--- config.mk ---
export PLATFORM = sky130hd
export DESIGN_NAME = mult_scheduler
export DESIGN_NICKNAME = d
export VERILOG_FILES = /design/src/rtl/mult_sched_pkg.sv /design/src/rtl/seq_mult_core.sv /design/src/rtl/mult_scheduler.sv
export SDC_FILE = /design/constraint.sdc
export NUM_CORES = 1
export LEC_CHECK = 0
export ABC_AREA = 1
export CAP_MARGIN = 25
export CORE_ASPECT_RATIO = 1.1
export CORE_MARGIN = 2
export CORE_UTILIZATION = 44
export DETAILED_ROUTE_END_ITERATION = 16
export HOLD_SLACK_MARGIN = 0.08
export PLACE_DENSITY = 0.68
export SKIP_LAST_GASP = 1
export SLEW_MARGIN = 20
export SYNTH_ARGS = -nofsm -noshare
export SYNTH_HDL_FRONTEND = slang
export SYNTH_SLANG_ARGS = --single-unit
--- constraint.sdc ---
create_clock -name clk -period 8.2 [get_ports clk]
set_clock_uncertainty 0.15 [all_clocks]
set_input_delay 1.23 -clock clk [delete_from_list [all_inputs] [get_ports clk]]
set_output_delay 1.23 -clock clk [all_outputs]
set_load 0.01 [all_outputs]
--- src/rtl/mult_sched_pkg.sv ---
// Shared definitions for mult_scheduler: FSM state encoding, default sizes
// and the round-robin pick helper.
package mult_sched_pkg;

    typedef enum logic [1:0] {
        ST_IDLE = 2'd0,
        ST_BUSY = 2'd1,
        ST_DONE = 2'd2
    } sched_state_t;

    localparam int DEF_N_REQ = 4;
    localparam int DEF_WIDTH = 32;
    localparam int MAX_N_REQ = 16;

    // Nearest valid index after 'last' (wrapping); walking the offsets from far
    // to near lets the closest hit overwrite the others.
    function automatic logic [3:0] rr_next(input logic [15:0] valid,
                                           input logic [3:0]  last,
                                           input int          n_req);
        logic [3:0] pick;
        int         idx;
        pick = last;
        for (int k = MAX_N_REQ; k >= 1; k--) begin
            if (k <= n_req) begin
                idx = (int'(last) + k) % n_req;
                if (valid[4'(idx)]) begin
                    pick = 4'(idx);
                end
            end
        end
        return pick;
    endfunction

endpackage

--- src/rtl/seq_mult_core.sv ---
// Unsigned shift-add multiplier: the first iteration happens on the start
// edge, done pulses for one cycle once all WIDTH iterations have completed.
module seq_mult_core #(
    parameter int WIDTH = 32
) (
    input  logic               clk,
    input  logic               rst,
    input  logic               start,
    input  logic [WIDTH-1:0]   a,
    input  logic [WIDTH-1:0]   b,
    output logic               done,
    output logic [2*WIDTH-1:0] p
);
    localparam int CNT_W = $clog2(WIDTH + 1);

    logic [WIDTH-1:0] r_a;
    logic [WIDTH-1:0] r_hi;
    logic [WIDTH-1:0] r_lo;
    logic [CNT_W-1:0] r_cnt;
    logic             r_run;
    logic             r_done;

    logic [WIDTH-1:0] w_a_src;
    logic [WIDTH-1:0] w_hi_src;
    logic [WIDTH-1:0] w_lo_src;
    logic [WIDTH:0]   w_sum;

    assign w_a_src  = start ? a  : r_a;
    assign w_hi_src = start ? '0 : r_hi;
    assign w_lo_src = start ? b  : r_lo;
    assign w_sum    = {1'b0, w_hi_src} + (w_lo_src[0] ? {1'b0, w_a_src} : '0);

    always_ff @(posedge clk or posedge rst) begin
        if (rst) begin
            r_a    <= '0;
            r_hi   <= '0;
            r_lo   <= '0;
            r_cnt  <= '0;
            r_run  <= 1'b0;
            r_done <= 1'b0;
        end else begin
            r_done <= 1'b0;
            if (start || r_run) begin
                r_hi <= w_sum[WIDTH:1];
                r_lo <= {w_sum[0], w_lo_src[WIDTH-1:1]};
                if (start) begin
                    r_a   <= a;
                    r_cnt <= CNT_W'(1);
                    r_run <= 1'b1;
                end else begin
                    r_cnt <= r_cnt + CNT_W'(1);
                    if (r_cnt == CNT_W'(WIDTH - 1)) begin
                        r_run  <= 1'b0;
                        r_done <= 1'b1;
                    end
                end
            end
        end
    end

    assign done = r_done;
    assign p    = {r_hi, r_lo};

endmodule

--- src/rtl/mult_scheduler.sv ---
// Round-robin arbiter sharing one sequential signed multiplier among N_REQ clients.
// Optional MULT_SCHED_ZERO_SKIP_EN: zero operands bypass the core straight to DONE.
module mult_scheduler
    import mult_sched_pkg::*;
#(
    parameter int N_REQ = DEF_N_REQ,
    parameter int WIDTH = DEF_WIDTH,
    parameter int ID_W  = $clog2(N_REQ)
) (
    input  logic               clk,
    input  logic               rst,
    input  logic [N_REQ-1:0]   req_valid,
    input  logic [N_REQ*WIDTH-1:0] req_x,
    input  logic [N_REQ*WIDTH-1:0] req_y,
    output logic [N_REQ-1:0]   req_ready,
    output logic               rsp_valid,
    input  logic               rsp_ready,
    output logic [ID_W-1:0]    rsp_id,
    output logic [2*WIDTH-1:0] rsp_z,
    output logic               busy
);
    sched_state_t      r_state;
    logic [ID_W-1:0]   r_last;
    logic [ID_W-1:0]   r_id;
    logic              r_neg;
    logic              r_rsp_valid;
    logic [2*WIDTH-1:0] r_rsp_z;
    logic              r_busy;

    logic [WIDTH-1:0]  w_x [N_REQ];
    logic [WIDTH-1:0]  w_y [N_REQ];
    logic [ID_W-1:0]   w_pick;
    logic              w_grant_en;
    logic              w_accept;
    logic              w_zero;
    logic              w_start;
    logic [WIDTH-1:0]  w_x_sel;
    logic [WIDTH-1:0]  w_y_sel;
    logic [WIDTH-1:0]  w_x_mag;
    logic [WIDTH-1:0]  w_y_mag;
    logic              w_core_done;
    logic [2*WIDTH-1:0] w_core_p;

    assign w_pick     = ID_W'(rr_next(16'(req_valid), 4'(r_last), N_REQ));
    assign w_grant_en = !rst && (r_state == ST_IDLE) && (|req_valid);

    for (genvar gi = 0; gi < N_REQ; gi++) begin : g_req
        assign w_x[gi]       = req_x[gi*WIDTH +: WIDTH];
        assign w_y[gi]       = req_y[gi*WIDTH +: WIDTH];
        assign req_ready[gi] = w_grant_en && (w_pick == ID_W'(gi));
    end

    assign w_accept = |(req_valid & req_ready);
    assign w_x_sel  = w_x[w_pick];
    assign w_y_sel  = w_y[w_pick];
    // Unsigned magnitude, so the most negative value maps to 2^(WIDTH-1).
    assign w_x_mag  = w_x_sel[WIDTH-1] ? -w_x_sel : w_x_sel;
    assign w_y_mag  = w_y_sel[WIDTH-1] ? -w_y_sel : w_y_sel;

`ifdef MULT_SCHED_ZERO_SKIP_EN
    assign w_zero = (w_x_sel == '0) || (w_y_sel == '0);
`else
    assign w_zero = 1'b0;
`endif
    assign w_start = w_accept && !w_zero;

    seq_mult_core #(.WIDTH(WIDTH)) u_core (
        .clk   (clk),
        .rst   (rst),
        .start (w_start),
        .a     (w_x_mag),
        .b     (w_y_mag),
        .done  (w_core_done),
        .p     (w_core_p)
    );

    always_ff @(posedge clk or posedge rst) begin
        if (rst) begin
            r_state     <= ST_IDLE;
            r_last      <= ID_W'(N_REQ - 1);
            r_id        <= '0;
            r_neg       <= 1'b0;
            r_rsp_valid <= 1'b0;
            r_rsp_z     <= '0;
            r_busy      <= 1'b0;
        end else begin
            case (r_state)
                ST_IDLE: begin
                    if (w_accept) begin
                        r_last <= w_pick;
                        r_id   <= w_pick;
                        r_neg  <= w_x_sel[WIDTH-1] ^ w_y_sel[WIDTH-1];
                        r_busy <= 1'b1;
                        if (w_zero) begin
                            r_state     <= ST_DONE;
                            r_rsp_valid <= 1'b1;
                            r_rsp_z     <= '0;
                        end else begin
                            r_state <= ST_BUSY;
                        end
                    end
                end
                ST_BUSY: begin
                    if (w_core_done) begin
                        r_state     <= ST_DONE;
                        r_rsp_valid <= 1'b1;
                        r_rsp_z     <= r_neg ? -w_core_p : w_core_p;
                    end
                end
                ST_DONE: begin
                    if (rsp_ready) begin
                        r_state     <= ST_IDLE;
                        r_rsp_valid <= 1'b0;
                        r_busy      <= 1'b0;
                    end
                end
                default: r_state <= ST_IDLE;
            endcase
        end
    end

    assign rsp_valid = r_rsp_valid;
    assign rsp_id    = r_id;
    assign rsp_z     = r_rsp_z;
    assign busy      = r_busy;

endmodule
=== Yosys cells after proc, flatten, opt, wreduce, memory -nomap -nowiden ===
Index checks and enable logic that the tools add are counted.

* Flip-flop bits (word level): 177
* Input port bits: 263
* Output and inout bits: 72

* Add/sub/neg operators: 9
* Order comparisons: 5
* Eq/ne operators: 9
* Mux-type cells: 44
* Bitwise logic cells: 7
* Reduce and logical (&&, ||, !) cells: 25

{| class="wikitable"
|+ Operators by type and width
! cell !! number
|-
| $mux W32 || 10
|-
| $bmux W32 S2 || 2
|-
| $mux W64 || 1
|-
| $neg A32 Y32 || 2
|-
| $neg A64 Y64 || 1
|-
| $add A32 B33 Y33 || 1
|-
| $lt A3 B6 Y1 const B || 4
|-
| $mux W1 || 16
|-
| $mux W2 || 7
|-
| $bmux W1 S3 || 4
|-
| $reduce_and A3 Y1 || 3
|-
| $reduce_or A2 Y1 || 4
|-
| $reduce_or A4 Y1 || 2
|-
| $add A6 B1 Y6 const B || 1
|-
| $eq A2 B2 Y1 const B || 3
|-
| $eq A6 B5 Y1 const B || 1
|-
| $logic_and A1 B1 Y1 || 6
|-
| $mux W6 || 1
|-
| $pmux W2 S3 || 1
|-
| $reduce_and A2 Y1 || 3
|-
| $reduce_bool A2 Y1 || 3
|-
| $add A2 B1 Y2 const B || 2
|-
| $add A2 B2 Y2 const B || 2
|-
| $and A1 B1 Y1 const A || 4
|-
| 11 further kinds || 15
|}

=== Depth between registers and ports, before layout ===
* Depth in word-level cells: 19
* Depth in mapped cells: 40
* Gate-level depth less buffers: 37

=== By module ===
From an unflattened synthesis, not the netlist that was laid out.

* Cell total of the unflattened synthesis: 2829
* Area total of the unflattened synthesis: 16866.2 um^2

{| class="wikitable"
|+ Modules (own cells, without submodules)
! module !! times used !! cells each !! area each (um^2) !! seq. area each (um^2)
|-
| mult_scheduler || 1 || 1790 || 9803.2 || 1829.3
|-
| seq_mult_core || 1 || 1039 || 7063.0 || 2602.5
|}

=== Worst setup path after synthesis ===
No wires, ideal clock.

* Path kind: input-to-reg
* Start: in req_valid[3]
* End: reg u_core.r_hi[17]
* Setup time: 0.083 ns
* Data arrival time: 5.038 ns
* Setup slack: 2.929 ns
* Cell stages on the path: 30
* Cell sequence: nand2_1 nand2_1 nand2_1 nand2_1 inv_2 nand2_2 nand2_4 nand2_4 buf_6 nand2_4 nor2_1 nor3_4 inv_2 buf_2 o211ai_1 o21ai_0 nor2_1 inv_1 fa_1 or2_2 o21ai_0 a21oi_1 inv_1 a21oi_1 o21ai_0 nand2_1 nand2_1 xor2_1 nand2_1 o21ai_0

* Cells in the longest elaborated chain, start to end: 16
* Elaborated cells on any way between the ends: 45
* Those cells by class: add/sub: 3; eq/ne: 3; mux: 28; bitwise: 2; reduce/logical: 9

{| class="wikitable"
|+ Ends and longest elaborated chain
! element !! RTL line !! source
|-
| start, declared || mult_scheduler.sv:12 || <nowiki>input logic [N_REQ-1:0] req_valid,</nowiki>
|-
| $bmux W1 S3 || mult_sched_pkg.sv:26 || <nowiki>if (valid[4'(idx)]) begin</nowiki>
|-
| $mux W1 (not written as such) (2 in series) || mult_sched_pkg.sv:26 ||
|-
| $mux W2 (4 in series) || mult_sched_pkg.sv:26 ||
|-
| $not A2 Y3 (not written as such) || mult_scheduler.sv:54, mult_scheduler.sv:55 ||
|-
| $bmux W32 S2, on equally long branches || mult_scheduler.sv:54, mult_scheduler.sv:55 ||
|-
| $mux W32, on equally long branches (2 in series) || mult_scheduler.sv:54, mult_scheduler.sv:55 ||
|-
| $neg A32 Y32, on equally long branches || mult_scheduler.sv:57, mult_scheduler.sv:58 ||
|-
| $mux W32, on equally long branches || mult_scheduler.sv:57, mult_scheduler.sv:58 ||
|-
| $mux W32, on equally long branches || -- ||
|-
| $mux W32 || seq_mult_core.sv:31 || <nowiki>assign w_sum = {1'b0, w_hi_src} + (w_lo_src[0] ? {1'b0, w_a_src} : '0);</nowiki>
|-
| $add A32 B33 Y33 || seq_mult_core.sv:31 ||
|-
| end signal, assigned || seq_mult_core.sv:44 || <nowiki>r_hi <= w_sum[WIDTH:1];</nowiki>
|-
| end, declared || seq_mult_core.sv:17 || <nowiki>logic [WIDTH-1:0] r_hi;</nowiki>
|}

Several ways; a longest one is shown, not always the timed one. The select of a mux whose other input is x is not followed.
A chain may end at the register's enable or synchronous reset.

=== Worst setup path after layout ===
* Start: in req_valid[0]
* End: reg u_core.r_hi[31]

Same word-level chain as after synthesis.

==> results.md <==
- M1 GR Usage: 0.412
- Fin crit period: ~6900 ps
- FF-to-FF path depth: 36
- Period utilization: 0.839
- Final worst setup slack: between 1000 and 1500 ps
- Hold Path Stages: 1
- Hpwl dp: approximately 44,000 um
- Chip width: about 180 um
- Worst-case clock buffer depth: 2
- Reg2Reg Setup Slack: about 1800 ps
- Critical Path End Type: flop
- Total of warnings raised by yosys: 0
- CTS HTree Levels: 4
- Hold EP: r_state[0]
- Clock transition at path regs: 70 ps
- Hold WC Path Type: flop to flop
- Setup slack after placement: roughly 960 ps
- Final wirelength: roughly 56,000 um
- Post-DR vias/cell: around 5.2
- GR peak layer: met2
- Placement Rows: 71
- DRC Markers: 0
- Starting Density: 0.446
- Share of cells above drive strength 1: 0.0403
- Reg2reg end: u_core.r_hi[31]
- Async SR Flop Fraction: 1.00
- Req. time, crit path: approximately 8400 ps
- Fmax: around 0.15 GHz
- Slew HR: 0.388
- 1st-iter DRT viols: between 1,000 and 1,500
- Vias: 16,938
- Met2 Resource Use GR: 0.510
- Resized Gates After CTS: 0
- Status: complete, no violations
- Die outline height: 199 um
- Largest stage delay on the critical path: 460 ps
- Final Setup Violations: 0
- Yosys reg bits: 177
- Unrepaired setup endpoints after global routing: false
- Setup TNS: 0 ps
- Tot GR Track Use: 0.307
- Post-Syn Area: about 15,000 um^2
- Min-delay src: u_core.done
- Most common cell after layout, fill and taps aside: nand2_1
- Worst hold margin: slightly above 300 ps
- Final max-slew violation count: 0
- Initial antenna violation count: 5
- Ports: about 340
- Critical Path Source Type: primary input
- Post-synthesis sequential area ratio: 0.291
- Worst Path Arrival: 7030 ps
- Crit-path max FO: 45
- CTS root buf: clkbuf_16
- Critical Path Most Common Cell: nand2_1
- Vias in the first global route: around 16,000
- Cells after Synth: 2,547
- Core Area: ~34,000 um^2
- Final nets: 3,113
- Final antenna-violating net count: 0
- Total CTS buffers: 17
- Critical path's top delay family: simple AND/OR/NAND/NOR gates
- Synth Flop Type: dfrtp_1
- Library cells used by synthesis: 44
- Grt ovf: 0
- Hold-fix buffers, CTS: 0
- Critical path class: primary input to flop
- Buf/Inv on CP: 5
- Number of flops mapped to enable cells by yosys: 0
- Most frequent cells in the layout: nand2_1, clkdlybuf4s50_1, nor2_1, inv_1, o21ai_0
- Clock sink total: between 150 and 200
- First-pass GRT wire length: approximately 87,000 um
- WL/cell: 17.0 um
- Die area: 36,100 um^2
- GRT met3 Usage: 0.0412
- Slowest-stage cell, CP: clkdlybuf4s50_1
- Port Buffer Count: about 330
- Largest net degree at the start of global routing: 116
- Endpoints failing hold: 0
- Area delta synth->final: 27.7%
- Max cap viols: 0
- Initial DRT Pass Iterations: 5
- Post-CTS Setup Bufs: 0
- Post-synth net total: between 2,000 and 3,000
- Syn_area_per_cell: 5.98 um^2
- Worst slew pin tran: 918 ps
- CTS tree: built
- Global placement routability congestion: around 0.94
- Later-pin clock latency in the skew report: 450 ps
- Reg2Reg Launch Point: r_last[0]
worst max path at each step:
stage                 startpoint               to  slack [ps]  cells after the start
floorplan                    rst             busy        2020                      1
global placement    req_valid[0]  u_core.r_hi[31]        1070                     36
detailed placement  req_valid[0]  u_core.r_hi[17]         960                     29
CTS                 req_valid[0]  u_core.r_hi[17]        1400                     29
global route        req_valid[0]  u_core.r_hi[31]         710                     33
finish              req_valid[0]  u_core.r_hi[31]        1320                     36
worst register-to-register path: cells and delay by family (launching register included):
family	cells	cell delay, ps
XOR/XNOR	1	250
buffers and inverters	5	520
AND/OR/NAND/NOR	21	2940
flip-flops	1	680
AO/OA/AOI/OAI	7	1070
adder cells (fa/ha/maj)	2	610
registers in the layout, summed over array words and instances (netlist names):
register / count
u_core.done: 1
r_state: 2
u_core.r_lo: 32
u_core.r_cnt: 6
rsp_id: 2
rsp_z: 64
u_core.r_a: 32
r_last: 2
r_neg: 1
busy: 1
u_core.r_run: 1
rsp_valid: 1
u_core.r_hi: 32
cells by family (layout without fill, tap and decap cells):
logic type      count (synthesis)  in the layout  synth area share
xor+xnor                      103            103            0.0592
other cells                     0              5                 0
simple gates                 1615           1615             0.432
buf+inv                       317            596            0.0852
fa+ha+maj                      37             37            0.0309
compound gates                298            298             0.102
flops                         177            177             0.291
area by class of cell:
type / count / area (um^2)
Fill cell: 3443 / 14700
Antenna cell: 5 / 12.5
Clock buffer: 18 / 429
Tap cell: 438 / 548
Multi-Input combinational cell: 2053 / 9520
Clock inverter: 14 / 204
Inverter: 209 / 793
Timing Repair Buffer: 355 / 3530
Sequential cell: 177 / 4430
Yosys cell counts, drive strengths merged, types with 3 or more instances:
cell type / count / area share
nand2: 1079 / 0.27
nor2: 293 / 0.075
inv: 209 / 0.052
o21ai: 201 / 0.066
dfrtp: 175 / 0.29
nand3: 147 / 0.049
xor2: 92 / 0.053
a21oi: 69 / 0.023
clkbuf: 65 / 0.016
buf: 43 / 0.018
ha: 36 / 0.030
nor3: 25 / 0.0089
or2: 21 / 0.0086
nand4: 18 / 0.0074
nor4: 18 / 0.0074
nand3b: 12 / 0.0059
xnor2: 11 / 0.0063
a31oi: 8 / 0.0033
o221ai: 4 / 0.0023
o31ai: 4 / 0.0020
o211ai: 3 / 0.0015
layer usage:
layer  share of wire  vias up
met3           0.063       71
met2            0.46      625
li1                -     8558
met5               0        -
met4           0.027        0
met1            0.45     7684
per-stage QoR:
step	area, um^2	util	cells
2_1_floorplan	15200	-	2547
3_3_place_gp	18800	0.549	3230
3_5_place_dp	18800	0.550	3231
4_1_cts	19400	0.568	3263
5_1_grt	19500	0.569	3269
6_report	19500	0.569	3269
Power is not shown: default switching activity piles up to over one toggle a cycle in this logic, so the estimate is an artifact.
